<file path="config.mk">
export PLATFORM = sky130hd
export DESIGN_NAME = alu_issue
export DESIGN_NICKNAME = d
export VERILOG_FILES = /design/src/rtl/alu_issue_pkg.sv /design/src/rtl/alu_issue_decode.sv /design/src/rtl/alu_issue.sv
export SDC_FILE = /design/constraint.sdc
export NUM_CORES = 1
export LEC_CHECK = 0
export ABC_AREA = 1
export CORE_UTILIZATION = 30
export DETAILED_ROUTE_END_ITERATION = 10
export SYNTH_ARGS = -nofsm -noshare
export SYNTH_HDL_FRONTEND = slang
export SYNTH_SLANG_ARGS = --single-unit
</file>
<file path="constraint.sdc">
create_clock -name clk -period 1.45 [get_ports clk]
set_input_delay 0.2175 -clock clk [delete_from_list [all_inputs] [get_ports clk]]
set_output_delay 0.2175 -clock clk [all_outputs]
set_load 0.005 [all_outputs]
</file>
<file path="src/rtl/alu_issue_pkg.sv">
// Shared encodings and the issued bundle type for the RV32I ALU decode/issue stage.
package alu_issue_pkg;

  localparam logic [6:0] OPC_OP     = 7'b0110011;
  localparam logic [6:0] OPC_OP_IMM = 7'b0010011;
  localparam logic [6:0] OPC_LUI    = 7'b0110111;
  localparam logic [6:0] OPC_AUIPC  = 7'b0010111;

  localparam logic [2:0] F3_ADD  = 3'b000;
  localparam logic [2:0] F3_SLL  = 3'b001;
  localparam logic [2:0] F3_SLT  = 3'b010;
  localparam logic [2:0] F3_SLTU = 3'b011;
  localparam logic [2:0] F3_XOR  = 3'b100;
  localparam logic [2:0] F3_SR   = 3'b101;
  localparam logic [2:0] F3_OR   = 3'b110;
  localparam logic [2:0] F3_AND  = 3'b111;

  localparam logic [6:0] F7_BASE = 7'b0000000;
  localparam logic [6:0] F7_ALT  = 7'b0100000;

  typedef struct packed {
    logic [31:0] a;
    logic [31:0] b;
    logic [2:0]  operation;
    logic        control;
    logic        lt;
    logic        ltu;
    logic [4:0]  rd;
    logic        illegal;
  } issue_bundle_t;

  function automatic logic [31:0] sext12(input logic [11:0] imm);
    return {{20{imm[11]}}, imm};
  endfunction

endpackage

</file>
<file path="src/rtl/alu_issue_decode.sv">
// Combinational decode of one instruction into the ALU operand/control bundle.
module alu_issue_decode
  import alu_issue_pkg::*;
#(
  parameter bit ENABLE_UPPER = 1'b1
) (
  input  logic [31:0]   instr,
  input  logic [31:0]   pc,
  input  logic [31:0]   rs1_data,
  input  logic [31:0]   rs2_data,
  output issue_bundle_t bundle
);

  logic [6:0]  opcode;
  logic [2:0]  funct3;
  logic [6:0]  funct7;
  logic [31:0] sel_a;
  logic [31:0] sel_b;
  logic [2:0]  sel_op;
  logic        sel_ctl;
  logic        legal;

  assign opcode = instr[6:0];
  assign funct3 = instr[14:12];
  assign funct7 = instr[31:25];

  always_comb begin
    sel_a   = '0;
    sel_b   = '0;
    sel_op  = F3_ADD;
    sel_ctl = 1'b0;
    legal   = 1'b0;
    case (opcode)
      OPC_OP: begin
        sel_a   = rs1_data;
        sel_b   = rs2_data;
        sel_op  = funct3;
        sel_ctl = instr[30];
        legal   = (funct7 == F7_BASE) ||
                  ((funct7 == F7_ALT) && ((funct3 == F3_ADD) || (funct3 == F3_SR)));
      end
      OPC_OP_IMM: begin
        sel_a  = rs1_data;
        sel_b  = sext12(instr[31:20]);
        sel_op = funct3;
        case (funct3)
          F3_SLL: legal = (funct7 == F7_BASE);
          F3_SR: begin
            legal   = (funct7 == F7_BASE) || (funct7 == F7_ALT);
            sel_ctl = instr[30];
          end
          // ADDI and the compares/logicals carry a full immediate; never subtract.
          default: legal = 1'b1;
        endcase
      end
      OPC_LUI: begin
        sel_b = {instr[31:12], 12'b0};
        legal = ENABLE_UPPER;
      end
      OPC_AUIPC: begin
        sel_a = pc;
        sel_b = {instr[31:12], 12'b0};
        legal = ENABLE_UPPER;
      end
      default: legal = 1'b0;
    endcase

    // Illegal bundles are fully zeroed so execute never writes back or compares junk.
    if (!legal) begin
      sel_a   = '0;
      sel_b   = '0;
      sel_op  = F3_ADD;
      sel_ctl = 1'b0;
    end
  end

  always_comb begin
    bundle           = '0;
    bundle.a         = sel_a;
    bundle.b         = sel_b;
    bundle.operation = sel_op;
    bundle.control   = sel_ctl;
    bundle.lt        = ($signed(sel_a) < $signed(sel_b));
    bundle.ltu       = (sel_a < sel_b);
    bundle.rd        = legal ? instr[11:7] : 5'd0;
    bundle.illegal   = !legal;
  end

endmodule

</file>
<file path="src/rtl/alu_issue.sv">
// Decode-and-issue stage: registers the decoded bundle toward the ALU behind a valid/ready handshake.
module alu_issue
  import alu_issue_pkg::*;
#(
  parameter bit SKID_BUFFER  = 1'b1,
  parameter bit ENABLE_UPPER = 1'b1
) (
  input  logic        clk,
  input  logic        rst_n,
  input  logic        flush,
  input  logic        in_valid,
  output logic        in_ready,
  input  logic [31:0] instr,
  input  logic [31:0] pc,
  input  logic [31:0] rs1_data,
  input  logic [31:0] rs2_data,
  output logic        out_valid,
  input  logic        out_ready,
  output logic [31:0] alu_a,
  output logic [31:0] alu_b,
  output logic [2:0]  alu_operation,
  output logic        alu_control,
  output logic        alu_lt,
  output logic        alu_ltu,
  output logic [4:0]  rd,
  output logic        illegal
);

  // Handshake: a beat moves when valid && ready on a rising edge; a held output
  // (out_valid && !out_ready) keeps its bundle unchanged; flush wins over both transfers.

  issue_bundle_t dec;
  issue_bundle_t out_q;
  logic          out_valid_q;

  alu_issue_decode #(
    .ENABLE_UPPER(ENABLE_UPPER)
  ) u_decode (
    .instr    (instr),
    .pc       (pc),
    .rs1_data (rs1_data),
    .rs2_data (rs2_data),
    .bundle   (dec)
  );

  generate
    if (SKID_BUFFER) begin : g_skid
      issue_bundle_t skid_q;
      logic          skid_valid_q;
      logic          in_xfer;

      assign in_ready = !skid_valid_q;
      assign in_xfer  = in_valid && in_ready;

      always_ff @(posedge clk or negedge rst_n) begin
        if (!rst_n) begin
          out_valid_q  <= 1'b0;
          out_q        <= '0;
          skid_valid_q <= 1'b0;
          skid_q       <= '0;
        end else if (flush) begin
          out_valid_q  <= 1'b0;
          skid_valid_q <= 1'b0;
        end else if (!out_valid_q || out_ready) begin
          // Output slot frees this edge; the skid entry is older than any new input.
          if (skid_valid_q) begin
            out_q        <= skid_q;
            out_valid_q  <= 1'b1;
            skid_valid_q <= 1'b0;
          end else begin
            out_valid_q <= in_xfer;
            if (in_xfer) out_q <= dec;
          end
        end else if (in_xfer) begin
          skid_q       <= dec;
          skid_valid_q <= 1'b1;
        end
      end
    end else begin : g_pipe
      assign in_ready = !out_valid_q || out_ready;

      always_ff @(posedge clk or negedge rst_n) begin
        if (!rst_n) begin
          out_valid_q <= 1'b0;
          out_q       <= '0;
        end else if (flush) begin
          out_valid_q <= 1'b0;
        end else if (in_ready) begin
          out_valid_q <= in_valid;
          if (in_valid) out_q <= dec;
        end
      end
    end
  endgenerate

  assign out_valid     = out_valid_q;
  assign alu_a         = out_q.a;
  assign alu_b         = out_q.b;
  assign alu_operation = out_q.operation;
  assign alu_control   = out_q.control;
  assign alu_lt        = out_q.lt;
  assign alu_ltu       = out_q.ltu;
  assign rd            = out_q.rd;
  assign illegal       = out_q.illegal;

endmodule
</file>
==> flow_summary.toml <==
[detailed_routing]
drtIter0Drc = 772
routedWlPerCell_um = 19.99
firstDrtPassIters = 5
viasPerCell = 5.127
routed_wl_um = 38160
ant_nets = 0
dr_total_vias = 9788
drc = 0

[critical_path]
cp_max_fo = 7
cp_cell_sequence = "buf_6, nor2_4, inv_2, nor2_4, nand2_2, inv_2, nand2_2, nand3_4, buf_6, buf_8, buf_16, nand2_1, ha_1, nand2_1, nor2_1, a211oi_1, o221a_2, nand2_2, nand2_4, nand2_4, nand2_4, nand3_2, nand2_1, nand2_1"
r2r_start = "out_valid$_DFFE_PN0N_"
critPathLaunchType = "input port"
crit_path_end_kind = "flip-flop"
ff2ff_path_depth = 12
critical_path.startpoint = "instr[6]"
r2r_end = "g_skid.skid_q[12]$_DFFE_PN0P_"
crit_path_frequent_cell = "nand2_1"
cpPeakStageDelay_ns = 0.32
critical_path_class = "in2reg"
worstPathArrival_ns = 2.98
rrSetupSlack_ns = -0.15
cp_slowest_cell = "ha_1"
crit_required_ns = 1.77

[grt]
grt_max_degree = 58
gr-total-overflow = 0
grt_pass1_wl_um = 53990
antenna_found_initial = 0
grt_usage = 0.2513
grt_pass1_vias = 9471

[place]
place.port_buffers = 210
place.gp.congestion = 0.8534
dp_hpwl_um = 22390
place_ws_ns = -2.154
dp.cells = 1764

[yosys]
synthTopCellsByCount = "351 x nand2_1, 230 x o21ai_0, 154 x dfrtp_1, 123 x inv_1, 55 x clkbuf_1"
syn-num-nets = 1298
synthAdderAreaFrac = 0.04633
postSynth.asyncResetShare = 1.000
muxShareOfSynthArea = 0
synth-simple-area-share = 0.2031
synth_warnings = 0
synth_top_area_frac = 0.4603
synth_edf_count = 0
netlist_area_um2 = 8372
yosys_most_used_dff = "dfrtp_1"
synth_cell_types = 29
syn_inst = 1134
synth_area_leaders = "dfrtp_1 46%, nand2_1 16%, o21ai_0 14%, inv_1 5.5%, ha_1 4.6%"
synth_compound_area_frac = 0.2004
syn-mean-instance-area_um2 = 7.383
ys_seq_elements = 154
synthMostInstantiatedCell = "nand2_1"
ys_seq_area_frac = 0.4603
yosys.area_share.xor_xnor = 0
yosys.area.top_type = "dfrtp_1"
synth_top_family_by_area = "simple AND/OR/NAND/NOR gates"

[floorplan]
io_pins = 211
die_w_um = 169.1
core_um2 = 27180
die-area_um2 = 28580
die_h_um = 169.1
start_util = 0.3081
num_rows = 60

[sta]
tightest_slew_ns = 0.4848
hold_violations = 0
drv_slew = 0
final.setup.tns_ns = -18.56
max_freq_mhz = 376.6
setup_viol = 113
layout_setup_ws_ns = -1.205
fin_crit_sh = 1.831
slew_headroom = 0.6734
fin_crit_ns = 2.655
rsz0062_at_grt = "true"
whs_ns = 0.2447
clock_skew_ns = 0.008533

[clock_tree]
htreeDepth = 4
root_buffer = "clkbuf_16"
cts_buffer_depth = 2
insertion_delay_ns = 0.43
cts_sinks = 154
path_clk_slew_ns = 0.06
cts_tree = "yes"
cts_made_buffers = 17

[layout]
drive_gt1_frac = 0.3969
nNetsFinal = 1690
final-seq-area_um2 = 3855
multi_input_area_um2 = 5435
post-route-util = 0.5806
syn_to_final_growth_pct = 88.46
fill_cells = 2366
antenna_cells = 0
stdcell_count = 1909

[status]
violations = "negative setup slack"
status = "complete, but fails checks"

[power_and_ir_drop]
ir_drop_mv = 0.6781
total_leakage_power_uw = 0.007654
p_per_area_nw_per_um2 = 704.6

[run]
max-cap-violations = 0

[min_path]
hp-class = "in2async"
cells by family after synthesis:
family	count (synthesis)
compound gates	319
fa+ha+maj	31
buf+inv	197
flops	154
simple gates	433
cell type report:
type                            count  share of cell area
Multi-Input combinational cell    784              0.3445
Timing Repair Buffer              442              0.3098
Sequential cell                   154              0.2443
Inverter                          127             0.03426
Clock buffer                       22             0.03006
Tap cell                          372             0.02950
Clock inverter                      8            0.007534
repair_timing:
action	CTS	global route
resized for setup	525	294
gates cloned	27	7
setup buffers	60	37
pin swaps	94	86
hold buffers	1	0
setup endpoints to repair	229	153
hold endpoints to repair	23	0
worst max-delay path: cells and delay by family:
family | cells | cell delay, ns
AOI/OAI and AO/OA | 2 | 0.44
adders and majority gates | 1 | 0.32
buffers and inverters | 6 | 0.65
and+or+nand+nor | 15 | 1.31
power breakdown:
group / internal, uW / total, uW / switching (uW)
Sequential: 4520 / 4620 / 102
Clock: 2820 / 4670 / 1850
Combinational: 940 / 1830 / 888
metal layers:
metal	track usage	wire, um	vias to the layer above
met3	0.05074	2342	109
met5	0	0	-
met4	0.09753	1627	0
li1	-	-	4481
met2	0.4258	18840	454
met1	0.3139	15350	4744
layout by cell type (no fill, tap or decap), types with 36 or more instances in the layout:
cell type          n
o21ai_1           80
nand2_2           57
dfrtp_1          153
nand2_4           61
o21ai_0           99
nand2_1          235
inv_2             36
buf_6             58
clkdlybuf4s50_1  114
o21ai_2           52
nor2_1            39
inv_1             72
dlygate4sd2_1     77
buf_4            122
per-stage QoR:
step / power (uW) / area (um^2)
3_3_place_gp: 6103 / 11850
6_report: 11120 / 15780
4_1_cts: 10930 / 14640
5_1_grt: 11480 / 15780
3_5_place_dp: 6112 / 11850
2_1_floorplan: 5112 / 8526
state kept, by name, indices dropped and copies added, names as in the netlist:
name	cells
illegal	1
alu_ltu	1
alu_operation	3
g_skid.skid_valid_q	1
alu_b	32
alu_control	1
g_skid.skid_q	76
out_valid	1
alu_lt	1
alu_a	32
rd	5
how the worst max path moves through the flow:
| stage | endpoint | slack, ns | cells after the start |
|---|---|---|---|
| after floorplan | g_skid.skid_q[7]$_DFFE_PN0P_ | -1.12 | 25 |
| after global placement | alu_lt$_DFFE_PN0P_ | -2.12 | 18 |
| after detailed placement | alu_lt$_DFFE_PN0P_ | -2.15 | 18 |
| after CTS | alu_lt$_DFFE_PN0P_ | -1.06 | 24 |
| after global routing | alu_lt$_DFFE_PN0P_ | -1.34 | 24 |
| final | alu_lt$_DFFE_PN0P_ | -1.21 | 24 |
No activity file was read; power rests on OpenSTA's default activity.
